$ cat config.mk
export PLATFORM = sky130hd
export DESIGN_NAME = cpu_ctrl_fsm
export DESIGN_NICKNAME = d
export VERILOG_FILES = /design/src/rtl/cpu_ctrl_fsm.sv
export SDC_FILE = /design/constraint.sdc
export NUM_CORES = 1
export LEC_CHECK = 0
export ABC_AREA = 0
export ABC_CLOCK_PERIOD_IN_PS = 1800
export CORE_MARGIN = 1
export CORE_UTILIZATION = 42
export DETAILED_ROUTE_END_ITERATION = 16
export PLACE_DENSITY_LB_ADDON = 0.25
export SLEW_MARGIN = 20
export SYNTH_ARGS = -nofsm -noshare
export SYNTH_HDL_FRONTEND = slang
export SYNTH_SLANG_ARGS = --single-unit
$ cat constraint.sdc
create_clock -name clk -period 1.8 [get_ports clk]
set_input_delay 0.27 -clock clk [delete_from_list [all_inputs] [get_ports clk]]
set_output_delay 0.27 -clock clk [all_outputs]
set_load 0.02 [all_outputs]
$ cat src/rtl/cpu_ctrl_fsm.sv
// Multi-cycle control sequencer for the 19-bit CPU.
// Fetches into ir, decodes the opcode and drives every datapath strobe.
module cpu_ctrl_fsm (
    input  logic        clk,
    input  logic        rst,
    input  logic [18:0] mem_rdata,
    input  logic        mem_ready,
    input  logic        alu_done,
    input  logic        alu_zero,
    output logic [18:0] ir,
    output logic        mem_req,
    output logic        mem_we,
    output logic        mem_addr_sel,
    output logic        alu_start,
    output logic [4:0]  alu_op,
    output logic        alu_src_imm,
    output logic        reg_we,
    output logic        wb_sel,
    output logic        pc_en,
    output logic        pc_sel,
    output logic        illegal_op,
    output logic        halted,
    output logic [2:0]  state
);

    localparam int unsigned OPW = 5;

    localparam logic [OPW-1:0] OP_ART    = 5'd0;
    localparam logic [OPW-1:0] OP_LOG    = 5'd1;
    localparam logic [OPW-1:0] OP_CRY    = 5'd2;
    localparam logic [OPW-1:0] OP_IMM    = 5'd3;
    localparam logic [OPW-1:0] OP_LD     = 5'd4;
    localparam logic [OPW-1:0] OP_ST     = 5'd5;
    localparam logic [OPW-1:0] OP_JMP    = 5'd6;
    localparam logic [OPW-1:0] OP_BEQ    = 5'd7;
    localparam logic [OPW-1:0] OP_HLT    = 5'd31;
    localparam logic [OPW-1:0] ALU_IMMED = 5'd16;
    localparam logic [OPW-1:0] ALU_SUB   = 5'd1;

    typedef enum logic [2:0] {
        S_FETCH   = 3'd0,
        S_DECODE  = 3'd1,
        S_EXECUTE = 3'd2,
        S_MEM     = 3'd3,
        S_WB      = 3'd4,
        S_HALT    = 3'd5
    } state_t;

    state_t         state_q;
    logic           prev_decode;
    logic [OPW-1:0] opcode;
    logic [OPW-1:0] funct;
    logic           is_rtype;
    logic           is_imm_grp;
    logic           is_ld;
    logic           is_st;
    logic           is_jmp;
    logic           is_beq;
    logic           is_hlt;
    logic           is_legal;
    logic [OPW-1:0] dec_alu_op;

    assign opcode = ir[18:14];
    assign funct  = ir[4:0];
    assign state  = state_q;

    // Opcode class decode from the instruction register.
    always_comb begin
        is_rtype   = (opcode == OP_ART) || (opcode == OP_LOG) || (opcode == OP_CRY);
        is_ld      = (opcode == OP_LD);
        is_st      = (opcode == OP_ST);
        is_imm_grp = (opcode == OP_IMM) || is_ld || is_st;
        is_jmp     = (opcode == OP_JMP);
        is_beq     = (opcode == OP_BEQ);
        is_hlt     = (opcode == OP_HLT);
        is_legal   = is_rtype || is_imm_grp || is_jmp || is_beq || is_hlt;
    end

    always_comb begin
        dec_alu_op = '0;
        if (is_rtype) begin
            dec_alu_op = funct;
        end else if (is_imm_grp) begin
            dec_alu_op = ALU_IMMED;
        end else if (is_beq) begin
            dec_alu_op = ALU_SUB;
        end
    end

    // Sequencer: state, instruction register and latched ALU op.
    always_ff @(posedge clk or posedge rst) begin
        if (rst) begin
            state_q     <= S_FETCH;
            ir          <= '0;
            alu_op      <= '0;
            prev_decode <= 1'b0;
        end else begin
            // EXECUTE is only entered from DECODE, so this marks its first cycle
            prev_decode <= (state_q == S_DECODE);
            case (state_q)
                S_FETCH: begin
                    if (mem_ready) begin
                        ir      <= mem_rdata;
                        state_q <= S_DECODE;
                    end
                end
                S_DECODE: begin
                    alu_op <= dec_alu_op;
                    if (is_jmp || !is_legal) begin
                        state_q <= S_FETCH;
                    end else if (is_hlt) begin
                        state_q <= S_HALT;
                    end else begin
                        state_q <= S_EXECUTE;
                    end
                end
                S_EXECUTE: begin
                    if (alu_done) begin
                        if (is_ld || is_st) begin
                            state_q <= S_MEM;
                        end else if (is_rtype || is_imm_grp) begin
                            state_q <= S_WB;
                        end else begin
                            state_q <= S_FETCH;
                        end
                    end
                end
                S_MEM: begin
                    if (mem_ready) begin
                        state_q <= is_ld ? S_WB : S_FETCH;
                    end
                end
                S_WB:    state_q <= S_FETCH;
                S_HALT:  state_q <= S_HALT;
                default: state_q <= S_FETCH;
            endcase
        end
    end

    // Datapath strobes decoded from state, ir and handshake inputs; all low in reset.
    always_comb begin
        mem_req      = 1'b0;
        mem_we       = 1'b0;
        mem_addr_sel = 1'b0;
        alu_start    = 1'b0;
        alu_src_imm  = 1'b0;
        reg_we       = 1'b0;
        wb_sel       = 1'b0;
        pc_en        = 1'b0;
        pc_sel       = 1'b0;
        illegal_op   = 1'b0;
        halted       = 1'b0;
        if (!rst) begin
            case (state_q)
                S_FETCH: begin
                    mem_req = 1'b1;
                    pc_en   = mem_ready;
                end
                S_DECODE: begin
                    pc_en      = is_jmp;
                    pc_sel     = is_jmp;
                    illegal_op = !is_legal;
                end
                S_EXECUTE: begin
                    alu_start   = prev_decode;
                    alu_src_imm = is_imm_grp;
                    pc_en       = alu_done && is_beq && alu_zero;
                    pc_sel      = alu_done && is_beq && alu_zero;
                end
                S_MEM: begin
                    mem_req      = 1'b1;
                    mem_addr_sel = 1'b1;
                    mem_we       = is_st;
                end
                S_WB: begin
                    reg_we = 1'b1;
                    wb_sel = is_ld;
                end
                S_HALT:  halted = 1'b1;
                default: ;
            endcase
        end
    end

endmodule

==> results by stage, run 1 <==
Global routing:
- Entering global routing, the biggest net connects 20 pins.
- The global-route wire length before repair is around 7100 um.
- The initial antenna violation count was 0.
- The number of global-route vias before repair came to about 1,500.
- For this run, the total global-route usage over all layers was measured as 26.8%.
- The total grt overflow is 0.

Floorplanning:
- From left edge to right edge, the die measures between 60 and 70 um.
- The starting utilization of the core area is roughly 46%.
- The number of core rows is 20.
- The floorplan step defined a die boundary enclosing between 3000 and 4000 um^2.
- From bottom edge to top edge, the die measures slightly above 60 um.
- During I/O placement, the number of pins put on the boundary was between 60 and 70.
- The core outline area is between 3000 and 4000 um^2.

Detailed routing:
- The DRC violations left is 0.
- The remaining number of nets flagged by the antenna check after routing is 0.
- The post-detailed-route via-to-cell ratio is about 5.4.
- The violation count after the first detailed-route iteration is just over 60.
- For this block, the routed nets add up to 4930 um of wire.
- Dividing the detail-routed wire length by the instance count gives between 15 and 20 um.
- The routed via count is 1,557.
- For this run, the detailed router's first-pass iteration total came to 4.

Synth:
- Counting every net in the synthesized netlist gives roughly 160.
- Synthesis produced a netlist whose cell count is 140.
- In the post-synthesis netlist, the biggest area contributors are sky130_fd_sc_hd__dfrtp_1 (49%), sky130_fd_sc_hd__mux2_2 (16%), sky130_fd_sc_hd__nand2_1 (5.5%).
- The share of synthesized area in the top cell type comes to between 40% and 50%.
- The post-synthesis register bit count is 28.
- The distinct cell type count after synthesis is 35.
- In this run the cell area of the synthesized design comes to between 1000 and 1500 um^2.
- The fraction of registers with async set or reset after synthesis is 100%.
- The predominant post-synthesis flop cell is sky130_fd_sc_hd__dfrtp_1.
- By count the netlist is led by sky130_fd_sc_hd__dfrtp_1 (28), sky130_fd_sc_hd__nand2_1 (21), sky130_fd_sc_hd__mux2_2 (20).
- Of all cell types, the one taking the most synthesized area is sky130_fd_sc_hd__dfrtp_1.
- Yosys mapped a number of flops with a built-in enable equal to 0.
- Among all cell types in the netlist, the one instantiated most often is sky130_fd_sc_hd__dfrtp_1.
- The share of the Yosys chip area taken by registers is 48.7%.
- The mean instance size in the synthesized netlist is between 10 and 15 um^2.
- The total of warnings raised by yosys is 0.

Timing:
- The part of the cycle the worst path needs is 112%.
- The count of final setup violators is 7.
- In the post-route analysis, the smallest setup slack over all paths is -222 ps.
- The transition time of the tightest slew-check pin is about 410 ps.
- The max-slew violation count is 0.
- The shortest clock period the worst path allows after layout is 2020 ps.
- Timing would allow up to 0.495 GHz.
- The final hold violation count is 0.
- In this run the tightest slew margin relative to its limit is between 70% and 80%.
- The maximum clock skew at final layout is between 8 and 9 ps.
- Setup repair after global routing could not meet its margin everywhere.

Pwr:
- The combinational group share of total power is roughly two thirds.
- The leakage power figure is 1.21 nW.
- The net switching power of the design is 2.00 mW.
- The total power per unit cell area is around 1800 nW/um^2.
- The share of total power consumed by net switching is 41.2%.
- The worst-case vdd ir drop is roughly 0.0011 V.
- The clock power share is under 10%.
- The sequential share of power is about a quarter.
- The internal power contribution is roughly 2.9 mW.

Clocking:
- The CTS clock-pin slew for the worst setup and hold paths is between 150 and 200 ps.
- The number of clock buffers added by TritonCTS is 3.
- The count of clock tree sinks is 28.
- The later pin in the worst-skew pair is clocked with a latency of ~330 ps.
- The CTS tree is yes.
- After clock tree synthesis, the flow added hold-fix buffers numbering 0.
- CTS built an H-tree with a depth of 1.
- The buffer type at the clock tree root is sky130_fd_sc_hd__clkbuf_4.
- The largest buffer count on any clock path is 2.

Outcome:
- The final reports fail on setup timing.
- The flow ran to the end, but the final reports show violations.

Final layout:
- The number of inserted diodes is 0.
- The layout has 184 filler cells.
- The number of nets at the end of the flow is about 270.
- The area growth from synthesis to layout is 83.2%.
- The proportion of layout cells with a drive suffix above 1 is 46.6%.
- The total area of sequential cells is between 700 and 800 um^2.
- In the final layout, the multi-input gates occupy between 700 and 800 um^2.
- The final core utilization is a little over four fifths.
- The count of cells in the finished layout, fillers not included, comes to 291.

Setup path:
- The launch point of the worst reg-to-reg path is ir[15].
- At the worst endpoint, the required time is approximately 1500 ps.
- The capture instance of the worst register-to-register path is state[0].
- The setup path with the least slack is of type reg -> out.
- The worst setup path is captured at an output pin.
- The critical path launch point type is a register.
- The slack of the worst reg-to-reg path is around 20 ps.
- The data arrival time of the critical path is 1750 ps.
- Counting cells, the worst reg-to-reg path comes to 6.
- The maximum fanout along the worst path is 3.

Placed design:
- The half-perimeter wire length after placement is between 3000 and 4000 um.
- In this run the tool buffered the top-level ports with about 60 buffer cells.
- At the end of routability-driven placement, the weighted congestion stood at ~0.8.
- After detailed placement, the design holds a cell count of roughly 270.

Hold path:
- The min-delay analysis places its worst path in the category in -> async.

Flow run:
- The max-capacitance violation count is 0.
[cell usage in the layout (no fill, tap or decap), types with 2 or more instances in the layout]
master                             n
sky130_fd_sc_hd__a21oi_1           6
sky130_fd_sc_hd__and2_4            2
sky130_fd_sc_hd__and3_4            2
sky130_fd_sc_hd__buf_4            43
sky130_fd_sc_hd__buf_6            15
sky130_fd_sc_hd__clkbuf_2          2
sky130_fd_sc_hd__clkbuf_4          3
sky130_fd_sc_hd__clkdlybuf4s50_1  42
sky130_fd_sc_hd__dfrtp_1          28
sky130_fd_sc_hd__dlygate4sd2_1     4
sky130_fd_sc_hd__dlymetal6s2s_1    3
sky130_fd_sc_hd__inv_1             2
sky130_fd_sc_hd__inv_2             2
sky130_fd_sc_hd__mux2_2           19
sky130_fd_sc_hd__nand2_1          18
sky130_fd_sc_hd__nand2_2           3
sky130_fd_sc_hd__nand2b_1          2
sky130_fd_sc_hd__nor2_1            7
sky130_fd_sc_hd__nor2_4            2
sky130_fd_sc_hd__nor3_4            3
sky130_fd_sc_hd__o21ai_0           8
sky130_fd_sc_hd__o21ai_1           2
[worst max-delay path by stage]
stage / depth (start not counted) / to / from
floorplan: 4 / wb_sel / state[1]
detailed placement: 7 / pc_en / alu_done
global placement: 7 / pc_en / alu_done
global route: 6 / pc_en / ir[16]
CTS: 6 / pc_en / ir[18]
finish: 4 / wb_sel / ir[15]
[routing by layer]
layer,wire length (um),global-route usage (%)
met3,340,4.90
met2,2470,45.1
met4,218,12.0
met5,0,0
met1,1900,33.6
[through the flow]
step / power, mW / instance area (um^2) / setup TNS (ps) / setup WS [ps] / hold slack [ps]
finish: 4.87 / 2630 / -916 / -222 / 386
global route: 5.10 / 2630 / -1500 / -267 / 405
CTS: 4.54 / 2520 / -800 / -215 / 373
detailed placement: 3.94 / 2350 / -3600 / -507 / 469
global placement: 3.86 / 2350 / -3210 / -432 / 464
floorplan: 2.62 / 1470 / -125 / -79.5 / 184
[worst max-delay path, stage by stage, from the launching register on]
cell	delay (ps)
sky130_fd_sc_hd__dfrtp_1	440
sky130_fd_sc_hd__or4b_4	600
sky130_fd_sc_hd__nor2_4	130
sky130_fd_sc_hd__and2_4	150
sky130_fd_sc_hd__buf_6	110
[power by group through the flow]
stage	registers [mW]	logic, mW	clock network [mW]
6_report	1.16	3.29	0.416
5_1_grt	1.20	3.47	0.431
4_1_cts	1.14	2.98	0.420
3_5_place_dp	1.16	2.78	0
3_3_place_gp	1.13	2.73	0
2_1_floorplan	1.51	1.11	0
[what timing repair did]
item / in CTS / in global routing
pin swaps: 9 / 12
gates resized for setup: 80 / 26
buffers inserted: 8 / 5
endpoints found under the setup margin: 16 / 16
gates cloned: 0 / 1
[cell type report]
class / instances / area share (%)
Inverter: 5 / 0.855
Timing Repair Buffer: 111 / 38.7
Clock inverter: 1 / 1.14
Multi-Input combinational cell: 99 / 29.7
Clock buffer: 3 / 0.855
Sequential cell: 28 / 26.6
Tap cell: 44 / 2.09
[registers in the layout (all words and copies together) (netlist names)]
| name | cells |
|---|---|
| alu_op | 5 |
| prev_decode | 1 |
| state | 3 |
| ir | 19 |
[kinds of logic (layout without fill, tap and decap cells)]
| group | count (synthesis) | in the layout | synth area share [%] |
|---|---|---|---|
| AO/OA/AOI/OAI | 25 | 25 | 10.2 |
| flip-flops | 28 | 28 | 48.7 |
| multiplexers | 20 | 20 | 15.7 |
| buffers and inverters | 13 | 120 | 5.83 |
| AND/OR/NAND/NOR | 54 | 54 | 19.6 |
Power figures use the tool's default switching activity.
==> inputs of run 2 (changes only) <==
Settings changed: ABC_CLOCK_PERIOD_IN_PS 1800 to unset.
==> results of run 2 <==
Final layout, timing and power as in run 1 (identical DEF).
